## src/rtl/nec_ir_transmitter.sv

```systemverilog
// NEC infrared frame / repeat-code transmitter with a Wishbone register interface.
// Produces leader, 32 LSB-first data bits and stop burst, optionally carrier-modulated.
module nec_ir_transmitter #(
    parameter int PSIZE = 20,
    parameter int CSIZE = 12
) (
    input  logic        clk,
    input  logic        rst_n,
    input  logic        wbs_cyc_i,
    input  logic        wbs_stb_i,
    input  logic [31:0] wbs_adr_i,
    input  logic        wbs_we_i,
    input  logic [31:0] wbs_dat_i,
    input  logic [3:0]  wbs_sel_i,
    output logic [31:0] wbs_dat_o,
    output logic        wbs_ack_o,
    output logic        ir_out,
    output logic        irq
);
    localparam logic [2:0] ST_IDLE       = 3'd0;
    localparam logic [2:0] ST_LEAD_MARK  = 3'd1;
    localparam logic [2:0] ST_LEAD_SPACE = 3'd2;
    localparam logic [2:0] ST_BIT_MARK   = 3'd3;
    localparam logic [2:0] ST_BIT_SPACE  = 3'd4;
    localparam logic [2:0] ST_STOP_MARK  = 3'd5;
    localparam logic [2:0] ST_REP_MARK   = 3'd6;
    localparam logic [2:0] ST_REP_SPACE  = 3'd7;

    localparam logic [PSIZE-1:0] P_ONE = PSIZE'(1);
    localparam logic [CSIZE-1:0] C_ONE = CSIZE'(1);

    function automatic logic is_mark_f(input logic [2:0] s);
        return (s == ST_LEAD_MARK) || (s == ST_BIT_MARK) ||
               (s == ST_STOP_MARK) || (s == ST_REP_MARK);
    endfunction

    logic [31:0] lane_mask;
    generate
        for (genvar gi = 0; gi < 4; gi++) begin : g_lane
            assign lane_mask[gi*8 +: 8] = {8{wbs_sel_i[gi]}};
        end
    endgenerate

    logic req, wr, wr_ctrl, wr_data, wr_unit, wr_carrier;
    logic unused_adr;

    assign req        = wbs_cyc_i & wbs_stb_i & ~wbs_ack_o;
    assign wr         = req & wbs_we_i;
    assign wr_ctrl    = wr & (wbs_adr_i[3:2] == 2'd0);
    assign wr_data    = wr & (wbs_adr_i[3:2] == 2'd1);
    assign wr_unit    = wr & (wbs_adr_i[3:2] == 2'd2);
    assign wr_carrier = wr & (wbs_adr_i[3:2] == 2'd3);
    assign unused_adr = ^{wbs_adr_i[31:4], wbs_adr_i[1:0]};

    logic             enable_reg, carrier_en_reg, invert_reg, irq_en_reg, done_reg;
    logic [31:0]      data_reg;
    logic [PSIZE-1:0] unit_reg;
    logic [CSIZE-1:0] carrier_reg;

    logic [2:0]       state_reg, state_next;
    logic [31:0]      shift_reg;
    logic [PSIZE-1:0] unit_lat, tick_cnt;
    logic [CSIZE-1:0] carrier_lat, car_cnt;
    logic [4:0]       units_left, dur_next, bit_cnt;
    logic             phase_reg;

    logic busy, tick, leave, abort, frame_end, enable_new, start_go, done_clr, burst;
    logic [31:0] ctrl_word, rdata;

    assign busy       = (state_reg != ST_IDLE);
    assign tick       = (tick_cnt == '0);
    assign leave      = tick && (units_left == 5'd1);
    assign abort      = busy && !enable_reg;
    assign frame_end  = leave && (state_reg == ST_STOP_MARK) && !abort;
    // A write that sets enable together with start must launch the frame.
    assign enable_new = (wr_ctrl && wbs_sel_i[0]) ? wbs_dat_i[0] : enable_reg;
    assign start_go   = wr_ctrl && wbs_sel_i[1] && (wbs_dat_i[8] || wbs_dat_i[9]) &&
                        enable_new && !busy;
    assign done_clr   = wr_ctrl && wbs_sel_i[2] && wbs_dat_i[17];
    assign irq        = done_reg & irq_en_reg;
    assign burst      = is_mark_f(state_reg) & (carrier_en_reg ? phase_reg : 1'b1);

    assign ctrl_word = {14'd0, done_reg, busy, 8'd0, 4'd0,
                        irq_en_reg, invert_reg, carrier_en_reg, enable_reg};

    always_comb begin
        rdata = 32'd0;
        case (wbs_adr_i[3:2])
            2'd0:    rdata = ctrl_word;
            2'd1:    rdata = data_reg;
            2'd2:    rdata = 32'(unit_reg);
            default: rdata = 32'(carrier_reg);
        endcase
    end

    always_comb begin
        state_next = state_reg;
        dur_next   = 5'd0;
        if (leave) begin
            case (state_reg)
                ST_LEAD_MARK:  begin state_next = ST_LEAD_SPACE; dur_next = 5'd8; end
                ST_LEAD_SPACE: begin state_next = ST_BIT_MARK;   dur_next = 5'd1; end
                ST_BIT_MARK:   begin
                    state_next = ST_BIT_SPACE;
                    dur_next   = shift_reg[0] ? 5'd3 : 5'd1;
                end
                ST_BIT_SPACE:  begin
                    state_next = (bit_cnt == 5'd31) ? ST_STOP_MARK : ST_BIT_MARK;
                    dur_next   = 5'd1;
                end
                ST_REP_MARK:   begin state_next = ST_REP_SPACE;  dur_next = 5'd4; end
                ST_REP_SPACE:  begin state_next = ST_STOP_MARK;  dur_next = 5'd1; end
                default:       begin state_next = ST_IDLE;       dur_next = 5'd0; end
            endcase
        end
    end

    always_ff @(posedge clk or negedge rst_n) begin
        if (!rst_n) begin
            wbs_ack_o      <= 1'b0;
            wbs_dat_o      <= 32'd0;
            enable_reg     <= 1'b0;
            carrier_en_reg <= 1'b0;
            invert_reg     <= 1'b0;
            irq_en_reg     <= 1'b0;
            done_reg       <= 1'b0;
            data_reg       <= 32'd0;
            unit_reg       <= '0;
            carrier_reg    <= '0;
        end else begin
            wbs_ack_o <= req;
            if (req) wbs_dat_o <= rdata;
            if (wr_ctrl && wbs_sel_i[0]) begin
                enable_reg     <= wbs_dat_i[0];
                carrier_en_reg <= wbs_dat_i[1];
                invert_reg     <= wbs_dat_i[2];
                irq_en_reg     <= wbs_dat_i[3];
            end
            if (wr_data)
                data_reg <= (data_reg & ~lane_mask) | (wbs_dat_i & lane_mask);
            if (wr_unit)
                unit_reg <= (unit_reg & ~lane_mask[PSIZE-1:0]) |
                            (wbs_dat_i[PSIZE-1:0] & lane_mask[PSIZE-1:0]);
            if (wr_carrier)
                carrier_reg <= (carrier_reg & ~lane_mask[CSIZE-1:0]) |
                               (wbs_dat_i[CSIZE-1:0] & lane_mask[CSIZE-1:0]);
            // Completion beats a simultaneous write-one-to-clear.
            if (frame_end)     done_reg <= 1'b1;
            else if (done_clr) done_reg <= 1'b0;
        end
    end

    always_ff @(posedge clk or negedge rst_n) begin
        if (!rst_n) begin
            state_reg   <= ST_IDLE;
            shift_reg   <= 32'd0;
            unit_lat    <= '0;
            tick_cnt    <= '0;
            carrier_lat <= '0;
            car_cnt     <= '0;
            units_left  <= 5'd0;
            bit_cnt     <= 5'd0;
            phase_reg   <= 1'b0;
        end else if (abort) begin
            state_reg <= ST_IDLE;
        end else if (start_go) begin
            state_reg   <= wbs_dat_i[8] ? ST_LEAD_MARK : ST_REP_MARK;
            shift_reg   <= data_reg;
            unit_lat    <= unit_reg;
            tick_cnt    <= unit_reg;
            carrier_lat <= carrier_reg;
            car_cnt     <= carrier_reg;
            units_left  <= 5'd16;
            bit_cnt     <= 5'd0;
            phase_reg   <= 1'b1;
        end else if (busy) begin
            state_reg <= state_next;
            if (tick) begin
                tick_cnt   <= unit_lat;
                units_left <= leave ? dur_next : units_left - 5'd1;
            end else begin
                tick_cnt <= tick_cnt - P_ONE;
            end
            if (leave && (state_reg == ST_BIT_SPACE)) begin
                shift_reg <= shift_reg >> 1;
                bit_cnt   <= bit_cnt + 5'd1;
            end
            // Every mark starts its carrier at the high phase.
            if (leave && is_mark_f(state_next)) begin
                phase_reg <= 1'b1;
                car_cnt   <= carrier_lat;
            end else if (is_mark_f(state_reg)) begin
                if (car_cnt == '0) begin
                    phase_reg <= ~phase_reg;
                    car_cnt   <= carrier_lat;
                end else begin
                    car_cnt <= car_cnt - C_ONE;
                end
            end
        end
    end

    always_ff @(posedge clk or negedge rst_n) begin
        if (!rst_n) ir_out <= 1'b0;
        else        ir_out <= burst ^ invert_reg;
    end

endmodule
```

## config.mk

```make
export PLATFORM = sky130hd
export DESIGN_NAME = nec_ir_transmitter
export DESIGN_NICKNAME = d
export VERILOG_FILES = /design/src/rtl/nec_ir_transmitter.sv
export SDC_FILE = /design/constraint.sdc
export NUM_CORES = 1
export LEC_CHECK = 0
export BUFFER_PORTS_ARGS = -buffer_cell sky130_fd_sc_hd__buf_2
export CORE_ASPECT_RATIO = 0.5
export CORE_MARGIN = 2
export CORE_UTILIZATION = 50
export DETAILED_ROUTE_END_ITERATION = 12
export GPL_TIMING_DRIVEN = 0
export PLACE_DENSITY = 0.77
export SLEW_MARGIN = 0
export SYNTH_ARGS = -nofsm -noshare
export SYNTH_HDL_FRONTEND = slang
export SYNTH_SLANG_ARGS = --single-unit
```

## constraint.sdc

```tcl
create_clock -name clk -period 2.1 [get_ports clk]
set_input_delay 0.21 -clock clk [delete_from_list [all_inputs] [get_ports clk]]
set_output_delay 0.21 -clock clk [all_outputs]
set_load 0.01 [all_outputs]
```

==> flow_summary.toml <==
[critical_path]
reg2reg_depth = 12
slowest_delay_ns = 0.40
critPathTopFamily = "compound AO/OA/AOI/OAI gates"
path_cells = "inv_2 > ha_4 > buf_4 > buf_4 > nor4b_4 > nand2_2 > o31a_1 > buf_6 > buf_8 > nand2_2 > a21boi_1 > a211o_1"
critPathLaunch = "units_left[1]"
worstReg2RegStart = "units_left[1]"
crit_path_end = "car_cnt[6]"
path_buf_inv = 5
critPathRequiredTime_ns = 2.50
worstPathArrival_ns = 2.71
cpMaxStageDelayCell = "dfrtp_1"
critical_path_class = "flip-flop to flip-flop"
r2r_end = "car_cnt[6]"
end_kind = "flip-flop"
r2r_slack_ns = -0.21
start_kind = "flip-flop"
cp_num_cells = 12
crit_fanout = 8

[hold_path]
min_path_type = "primary input to flip-flop"

[synthesis]
synth_top_area_share_pct = 51.73
synth_top_area_cell = "dfrtp_1"
yosysMostFrequentCell = "nand2_1"
yosysWarnings = 0
syn_area_mm2 = 0.01030
avgSynthCellArea_um2 = 10.28
synthDistinctLibCells = 74
ys_seq_elements = 213
synthArstFlopShare_pct = 100.0
ys.flop_type = "dfrtp_1"
synthCells = 1002
ys_top_cells_by_area = "dfrtp_1, mux2_2, nand2_1"
ys_seq_area_share_pct = 51.73
synth-edff-count = 0
synth_nets = 1083
synth_common_cells = "nand2_1, dfrtp_1, o21ai_0"

[clock_tree]
cts_tree = "yes"
clock_path_buffers = 3
clock-sinks = 213
cts_buffers = 20
root_buffer = "clkbuf_16"
worst_skew_pair.late_latency_ns = 0.52
htree_levels = 1
path_clk_slew_ns = 0.07

[placed_design]
io_buffers = 75
dpl-instance-area_mm2 = 0.01108
gp_congestion = 0.8929
dp_hpwl_um = 20150

[global_route]
busiest_layer = "met2"
grt_pass1_vias = 8447
grt_pass1_wl_um = 46700
antenna_found_initial = 0
grt-ovfl-total = 0
grtUsageMet1_pct = 38.02
grt_max_degree = 119
met3_usage_pct = 6.347
grt_util_met2_pct = 41.21
track_usage_pct = 26.96

[die]
io_pins = 108
die_x_um = 207.0
die_h_um = 105.5
initial_core_util_pct = 50.58
fp-row-count = 37
dieArea_mm2 = 0.02184
core_area_mm2 = 0.02037

[sta]
timing.final.crit_share_pct = 110.0
tns_ns = -6.221
setup_viol = 54
finalHoldViolCount = 0
worst-slew-pin-transition_ns = 0.7310
maxSlewViolCount = 0
fin_crit_ns = 2.309
rsz0062_at_grt = "true"
finClkSkew_ns = 0.01512
setup_slack_ns = -0.2092
clock.fmax_mhz = 433.1
max_slew_margin_pct = 51.27

[cells_and_area]
drive_above_1_share_pct = 30.42
utilization_pct = 63.63
areaGrowthSynthToFinish_pct = 25.79
final_cell_area_mm2 = 0.01296
nNetsFinal = 1251
num_antenna_cells = 0

[power]
leakagePower_uw = 0.005820
p_per_area_mw_per_mm2 = 790.1
worst_ir_drop_vdd_mv = 0.4717
finalPower_uw = 10240

[status]
violations = "negative setup slack"
status = "complete, but fails checks"

[route]
first_pass_iters = 6
drt_iter0_drc = 1016
vias = 8850
route.final.wire_length_um = 30380
drc_errors = 0
via_per_inst = 6.091
drtAntennaViolNets = 0
wire_per_inst_um = 20.91

[job]
drv_cap = 0
## final cells by class
class	count	area, um2
clock buffer	28	580.6
sequential	213	5340
buffer	53	446.7
clock inverter	4	72.57
fill	1512	7408
multi-input combinational	715	4987
tap	273	341.6
inverter	18	70.07
timing repair buffer	149	1122
## metrics by stage
step                      hold slack [ns]  std cells  setup slack, ns
final                             0.01512       1453          -0.2092
after global routing             0.003259       1453          -0.3246
after CTS                        0.001785       1439          -0.2108
after detailed placement           0.2882       1351          -0.4950
after global placement             0.4434       1350           -2.700
after floorplan                  -0.08559       1002          -0.1084
## logic make-up after synthesis
group	count (synthesis)	synth area share [%]
AND/OR/NAND/NOR	370	16.37
flip-flops	213	51.73
AO/OA/AOI/OAI	193	11.37
multiplexers	128	13.89
buffers and inverters	74	4.311
XOR/XNOR	16	1.360
adder cells (fa/ha/maj)	8	0.9715
## cells in the final DEF, fill, tap and decap left out, types with 7 or more instances in the layout
master and n:
buf_2 76, inv_1 14, a22oi_1 16, xor2_1 10, nand2_2 9, nor3_1 13, buf_12 7, dfrtp_2 8
o21ai_0 68, nor2_4 9, clkbuf_16 21, o21ai_1 27, buf_4 40, nand3_1 12, o22ai_1 8, mux2i_1 41
mux2_2 80, a21oi_1 19, nand4_1 7, clkbuf_1 19, nand2_1 210, dlygate4sd3_1 26, nor2_1 40, dfrtp_1 205
buf_6 19
## worst min-delay path by stage
stage	startpoint	to	cells after the start
2_1_floorplan	rst_n	asynchronous set/reset pin	0
3_3_place_gp	wbs_dat_i[21]	flip-flop	2
3_5_place_dp	rst_n	wbs_dat_o[27]	1
4_1_cts	wbs_dat_i[2]	flip-flop	2
5_1_grt	wbs_dat_i[10]	flip-flop	2
6_report	wbs_dat_i[7]	flip-flop	2
## worst reg2reg max path, stage by stage (launching register included)
cell and delay (ns):
dfrtp_1 0.40, inv_2 0.09, ha_4 0.13, buf_4 0.10, buf_4 0.09, nor4b_4 0.31, nand2_2 0.13, o31a_1 0.27
buf_6 0.15, buf_8 0.14, nand2_2 0.05, a21boi_1 0.06, a211o_1 0.26
## layer usage
layer,share of wire (%),vias up
met5,0,-
met4,3.3,0
met3,9.4,92
met2,45,438
met1,42,4447
li1,-,3873
## power by group
group	internal (uW)	switching (uW)	leakage [uW]
logic	694	714	0.00292
clock network	2060	1620	0.000316
registers	4640	516	0.00258
total	7390	2850	0.00582
## timing repair
action | 4_1_cts | 5_1_grt
setup buffers | 30 | 13
resized for setup | 94 | 83
pin swaps | 17 | 41
setup endpoints to repair | 134 | 149
hold buffers | 26 | 0
cloned | 2 | 2
endpoints found under the hold margin | 141 | 0
Power figures use the tool's default switching activity.
